File: config.mk
export PLATFORM = sky130hd
export DESIGN_NAME = load_store_unit
export DESIGN_NICKNAME = d
export VERILOG_FILES = /design/src/rtl/load_store_unit.sv
export SDC_FILE = /design/constraint.sdc
export NUM_CORES = 1
export LEC_CHECK = 0
export ABC_AREA = 1
export CORE_MARGIN = 1
export CORE_UTILIZATION = 69
export DETAILED_ROUTE_END_ITERATION = 8
export DONT_BUFFER_PORTS = 1
export PLACE_DENSITY = 0.89
export SLEW_MARGIN = 25
export SYNTH_ARGS = -nofsm -noshare
export SYNTH_HDL_FRONTEND = slang
export SYNTH_SLANG_ARGS = --single-unit
File: constraint.sdc
create_clock -name clk -period 2.1 [get_ports clk]
set_input_delay 0.21 -clock clk [delete_from_list [all_inputs] [get_ports clk]]
set_output_delay 0.21 -clock clk [all_outputs]
set_load 0.02 [all_outputs]
File: src/rtl/load_store_unit.sv
// load_store_unit
//   Bridges the execute/memory stage to a word-organised data memory.
//   Accepts byte/half/word loads and stores on a byte address through a
//   valid/ready handshake. Sub-word stores are performed as
//   read-modify-write because the memory only writes whole words.
//   Misaligned or illegal-size requests complete with resp_err=1 and never
//   write memory.
//
// Ports
//   clk, rst        : clock and synchronous active-high reset
//   req_valid/ready : request handshake (ready only while idle)
//   req_write       : 1=store, 0=load
//   req_size        : 00=byte, 01=half, 10=word, 11=illegal
//   req_unsigned    : loads only, 1=zero-extend, 0=sign-extend
//   req_addr        : byte address
//   req_wdata       : right-aligned store data
//   resp_valid      : one-cycle completion pulse
//   resp_rdata      : extended load data (0 for stores and errors)
//   resp_err        : misaligned/illegal flag, qualified by resp_valid
//   mem_addr/we     : memory word address and write enable
//   mem_wdata       : full word written to memory
//   mem_rdata       : memory read data, one cycle after mem_addr
module load_store_unit #(
  parameter int ADDR_W = 16,
  parameter int MEM_AW = 14
) (
  input  logic              clk,
  input  logic              rst,
  input  logic              req_valid,
  output logic              req_ready,
  input  logic              req_write,
  input  logic [1:0]        req_size,
  input  logic              req_unsigned,
  input  logic [ADDR_W-1:0] req_addr,
  input  logic [31:0]       req_wdata,
  output logic              resp_valid,
  output logic [31:0]       resp_rdata,
  output logic              resp_err,
  output logic [MEM_AW-1:0] mem_addr,
  output logic              mem_we,
  output logic [31:0]       mem_wdata,
  input  logic [31:0]       mem_rdata
);

  localparam logic [1:0] SIZE_BYTE = 2'b00;
  localparam logic [1:0] SIZE_HALF = 2'b01;
  localparam logic [1:0] SIZE_WORD = 2'b10;

  typedef enum logic [2:0] {
    IDLE  = 3'd0,
    READ  = 3'd1,
    MERGE = 3'd2,
    WRITE = 3'd3,
    RESP  = 3'd4
  } state_t;

  state_t            state_q, state_d;
  logic [MEM_AW-1:0] mem_addr_q, mem_addr_d;
  logic [31:0]       mem_wdata_q, mem_wdata_d;
  logic [31:0]       resp_rdata_q, resp_rdata_d;
  logic              resp_err_q, resp_err_d;
  logic              write_q, write_d;
  logic [1:0]        size_q, size_d;
  logic              unsigned_q, unsigned_d;
  logic [1:0]        off_q, off_d;
  // Only the low half of store data is ever needed after accept; full-word
  // stores take req_wdata straight into mem_wdata at the accept edge.
  logic [15:0]       wdata_q, wdata_d;
  logic              err_s;

  // Half needs bit 0 clear, word needs both low bits clear, size 11 is illegal.
  function automatic logic is_misaligned(input logic [1:0] size,
                                         input logic [1:0] lo);
    logic bad;
    case (size)
      SIZE_BYTE: bad = 1'b0;
      SIZE_HALF: bad = lo[0];
      SIZE_WORD: bad = (lo != 2'b00);
      default:   bad = 1'b1;
    endcase
    return bad;
  endfunction

  // Select the addressed lane (little-endian) and sign/zero extend it.
  function automatic logic [31:0] extend_load(input logic [1:0]  size,
                                              input logic        uns,
                                              input logic [1:0]  off,
                                              input logic [31:0] word);
    logic [7:0]  b;
    logic [15:0] h;
    logic [31:0] r;
    case (off)
      2'b00:   b = word[7:0];
      2'b01:   b = word[15:8];
      2'b10:   b = word[23:16];
      2'b11:   b = word[31:24];
      default: b = word[7:0];
    endcase
    h = off[1] ? word[31:16] : word[15:0];
    case (size)
      SIZE_BYTE: r = uns ? {24'h000000, b} : {{24{b[7]}}, b};
      SIZE_HALF: r = uns ? {16'h0000, h} : {{16{h[15]}}, h};
      default:   r = word;
    endcase
    return r;
  endfunction

  // Replace only the target lane of the old word; other lanes pass through.
  function automatic logic [31:0] merge_store(input logic [1:0]  size,
                                              input logic [1:0]  off,
                                              input logic [31:0] word,
                                              input logic [15:0] wd);
    logic [31:0] r;
    r = word;
    case (size)
      SIZE_BYTE: begin
        case (off)
          2'b00:   r[7:0]   = wd[7:0];
          2'b01:   r[15:8]  = wd[7:0];
          2'b10:   r[23:16] = wd[7:0];
          2'b11:   r[31:24] = wd[7:0];
          default: r[7:0]   = wd[7:0];
        endcase
      end
      SIZE_HALF: begin
        if (off[1]) begin
          r[31:16] = wd;
        end else begin
          r[15:0] = wd;
        end
      end
      default: r = word;
    endcase
    return r;
  endfunction

  // Next-state and datapath decode; response fields change only when
  // entering RESP so they hold between responses.
  always_comb begin
    state_d      = state_q;
    mem_addr_d   = mem_addr_q;
    mem_wdata_d  = mem_wdata_q;
    resp_rdata_d = resp_rdata_q;
    resp_err_d   = resp_err_q;
    write_d      = write_q;
    size_d       = size_q;
    unsigned_d   = unsigned_q;
    off_d        = off_q;
    wdata_d      = wdata_q;
    err_s        = is_misaligned(req_size, req_addr[1:0]);

    case (state_q)
      IDLE: begin
        if (req_valid) begin
          write_d    = req_write;
          size_d     = req_size;
          unsigned_d = req_unsigned;
          off_d      = req_addr[1:0];
          wdata_d    = req_wdata[15:0];
          mem_addr_d = req_addr[ADDR_W-1:2];
          if (err_s) begin
            state_d      = RESP;
            resp_rdata_d = 32'h0000_0000;
            resp_err_d   = 1'b1;
          end else if (req_write && (req_size == SIZE_WORD)) begin
            state_d     = WRITE;
            mem_wdata_d = req_wdata;
          end else begin
            state_d = READ;
          end
        end else begin
          state_d = IDLE;
        end
      end
      READ: begin
        state_d = MERGE;
      end
      MERGE: begin
        if (write_q) begin
          mem_wdata_d = merge_store(size_q, off_q, mem_rdata, wdata_q);
          state_d     = WRITE;
        end else begin
          resp_rdata_d = extend_load(size_q, unsigned_q, off_q, mem_rdata);
          resp_err_d   = 1'b0;
          state_d      = RESP;
        end
      end
      WRITE: begin
        resp_rdata_d = 32'h0000_0000;
        resp_err_d   = 1'b0;
        state_d      = RESP;
      end
      RESP: begin
        state_d = IDLE;
      end
      default: begin
        state_d = IDLE;
      end
    endcase
  end

  // State and datapath registers with synchronous reset.
  always_ff @(posedge clk) begin
    if (rst) begin
      state_q      <= IDLE;
      mem_addr_q   <= {MEM_AW{1'b0}};
      mem_wdata_q  <= 32'h0000_0000;
      resp_rdata_q <= 32'h0000_0000;
      resp_err_q   <= 1'b0;
      write_q      <= 1'b0;
      size_q       <= 2'b00;
      unsigned_q   <= 1'b0;
      off_q        <= 2'b00;
      wdata_q      <= 16'h0000;
    end else begin
      state_q      <= state_d;
      mem_addr_q   <= mem_addr_d;
      mem_wdata_q  <= mem_wdata_d;
      resp_rdata_q <= resp_rdata_d;
      resp_err_q   <= resp_err_d;
      write_q      <= write_d;
      size_q       <= size_d;
      unsigned_q   <= unsigned_d;
      off_q        <= off_d;
      wdata_q      <= wdata_d;
    end
  end

  // Handshake and write strobe come straight from the state register.
  assign req_ready  = (state_q == IDLE);
  assign mem_we     = (state_q == WRITE);
  assign resp_valid = (state_q == RESP);
  assign resp_rdata = resp_rdata_q;
  assign resp_err   = resp_err_q;
  assign mem_addr   = mem_addr_q;
  assign mem_wdata  = mem_wdata_q;

endmodule

==> results of run 1 <==
-- Yosys cell counts --
cell	number	area (sq um)
a21oi_1	89	445
a21oi_2	1	8.76
a21oi_4	1	16.3
a22oi_1	1	7.51
buf_1	5	18.8
buf_2	19	95.1
buf_4	7	52.6
buf_6	8	90.1
clkbuf_1	17	63.8
dfxtp_1	104	2080
inv_1	93	349
inv_2	5	18.8
nand2_1	335	1260
nand2_2	3	18.8
nand2_4	2	22.5
nand3_1	89	445
nand3_2	1	10.0
nand3_4	2	35.0
nand4_2	2	25.0
nor2_1	108	405
nor2_2	2	12.5
nor2_4	1	11.3
nor2_8	3	60.1
nor3_1	2	10.0
nor3_2	1	10.0
o211ai_1	12	90.1
o21a_1	1	7.51
o21ai_0	38	190
o21ai_1	4	20.0
o21ai_2	1	8.76
o21bai_1	1	7.51
o22ai_1	1	6.26
or2_2	13	81.3
-- registers in the layout, indices dropped and copies added, names as in the netlist --
signal      cells
state_q         3
write_q         1
resp_err        1
mem_addr       14
wdata_q        16
size_q          2
off_q           2
resp_rdata     32
mem_wdata      32
unsigned_q      1
-- worst max-delay path, stage by stage (launching register included) --
cell	delay, ns
dfxtp_1	0.46
nor3_4	0.34
buf_4	0.31
nand3_1	0.15
dlygate4sd3_1	0.62
a21oi_1	0.30
-- worst min path at each step --
stage | startpoint | end | slack (ns)
after floorplan | req_addr[15] | mem_addr[13] | 0.37
after global placement | rst | mem_addr[1] | 0.28
after detailed placement | rst | mem_addr[0] | 0.29
after CTS | req_addr[4] | mem_addr[2] | 0.001
after global routing | req_addr[5] | mem_addr[3] | -0.007
final | req_addr[5] | mem_addr[3] | -0.01
-- final cells by class --
| type | count | area [sq um] |
|---|---|---|
| multi-input combinational | 714 | 3230 |
| fill | 623 | 1840 |
| clock buffer | 9 | 124 |
| timing repair buffer | 43 | 433 |
| sequential | 104 | 2080 |
| tap | 105 | 131 |
| clock inverter | 7 | 88.8 |
| inverter | 98 | 368 |
-- stage by stage --
stage | hold slack (ns) | TNS [ns] | power (mW) | cells
global placement | 0.284 | 0 | 3.62 | 1039
global route | -0.00698 | -0.295 | 5.41 | 1080
detailed placement | 0.285 | 0 | 3.67 | 1039
CTS | 0.00126 | 0 | 5.05 | 1075
finish | -0.0111 | -0.263 | 5.20 | 1080
floorplan | 0.374 | 0 | 3.44 | 972
-- timing repair --
| item | in CTS | in global routing |
|---|---|---|
| gates resized for setup | 0 | 3 |
| setup buffers | 0 | 3 |
| endpoints found under the hold margin | 62 | 2 |
| setup endpoints to repair | 0 | 18 |
| hold buffers | 20 | 2 |
-- power by group --
group | internal (mW) | switching (mW)
Sequential | 2.13 | 0.249
Combinational | 0.466 | 0.974
Clock | 0.579 | 0.795
Total | 3.18 | 2.02
-- per-layer routing --
metal	vias up	wire length (um)	global-route usage (%)	share of wire, %
li1	3044	-	-	-
met1	2963	7290	53.9	35
met2	611	9110	69.5	44
met3	163	2920	12.3	14
met4	0	1390	23.0	6.7
met5	-	0	0	0
-- kinds of logic after synthesis --
group / after synthesis / share of synthesized area [%]
buffers and inverters: 154 / 11.5
AO/OA/AOI/OAI: 150 / 13.5
AND/OR/NAND/NOR: 564 / 40.2
flip-flops: 104 / 34.8
==> flow_metrics.tcl, run 1 <==
set metrics [dict create \
    die_h_um 95.1 \
    crit_type "register to register" \
    syn_area_sq_um 5980 \
    period_share_pct 109 \
    final_common_cell "nand2_1" \
    portBuffers 0 \
    timing.final.hold_violations 1 \
    setup_viol 2 \
    coreArea_sq_um 8300 \
    cts_buffers 9 \
    path_clk_slew_ns 0.12 \
    slew_violations 0 \
    worstRegToRegCells 5 \
    initial_core_util_pct 72.1 \
    layout_common_cells "nand2_1, nor2_1, dfxtp_1" \
    final_area_sq_um 6460 \
    grtUsageTotal_pct 43.9 \
    r2r-end "mem_addr[11]" \
    max-slew-margin-rel_pct 54.7 \
    required_ns 2.39 \
    clock-sinks 104 \
    endpoint_kind "register" \
    drv_cap 0 \
    critPathArrivalTime_ns 2.58 \
    regToRegSetupSlack_ns -0.19 \
    ioPinCount 169 \
    gp_congestion 0.949 \
    first_global_vias 5875 \
    r2r-start "state_q[0]" \
    postSynthAreaPerCell_sq_um 6.16 \
    drt_iter0_markers 1023 \
    fin_ws_ns -0.192 \
    start_kind "register" \
    wl_um 20700 \
    ys_types 33 \
    drtPass1Iterations 8 \
    min_path_cells 2 \
    routed_via_density 6.28 \
    hp-class "input port to register" \
    violations "negative hold slack, negative setup slack" \
    leakagePower_nw 3.00 \
    worst_slew_pin_slew_ns 0.677 \
    wl_per_cell_um 19.2 \
    path_max_fanout 16 \
    yosysSeqAreaShare_pct 34.8 \
    dp_slack_ns 0.211 \
    ys_ff_latch 104 \
    place_area_sq_um 5970 \
    final_core_util_pct 77.8 \
    finalClockSkew_ns 0.0220 \
    layout.nets 1057 \
    hold_ws_ns -0.0111 \
    irDropWorstVdd_uv 511 \
    dieWidth_um 95.1 \
    grt_pass1_wl_um 30200 \
    hpwl_um 13000 \
    grt_overflow_total 0 \
    synth_nets 1059 \
    antenna_found_initial 0 \
    clk_latency_ns 0.39 \
    cts_buffer_depth 2 \
    postRouteAntennaNets 0 \
    max_clock_freq_mhz 436 \
    drive_gt1_share_pct 7.79 \
    worstSetupStartpoint "state_q[0]" \
    n_antenna_cell 0 \
    route.detailed.drc 0 \
    ys_warn_count 0 \
    grt_max_degree 62 \
    htree_levels 3 \
    status "finished with violations" \
    crit_path_end "mem_addr[11]" \
    p_per_area_nw_per_um2 805 \
    netlist_instances 972 \
    cts_tree "built" \
    finalCriticalPeriod_ns 2.29 \
    cts-root-buf "clkbuf_8" \
    syn_to_final_growth_pct 7.90 \
    dieArea_sq_um 9050 \
    vias 6781 \
    rows 33 \
]
Power figures use the tool's default switching activity.
==> run 2: changes to the inputs <==
--- a/config.mk
+++ b/config.mk
@@ -8,6 +8,7 @@
 export ABC_AREA = 1
 export CORE_MARGIN = 1
 export CORE_UTILIZATION = 69
+export CTS_CLUSTER_SIZE = 28
 export DETAILED_ROUTE_END_ITERATION = 8
 export DONT_BUFFER_PORTS = 1
 export PLACE_DENSITY = 0.89
==> results of run 2 <==
No change in the layout: final DEF, timing and power equal those of run 1.
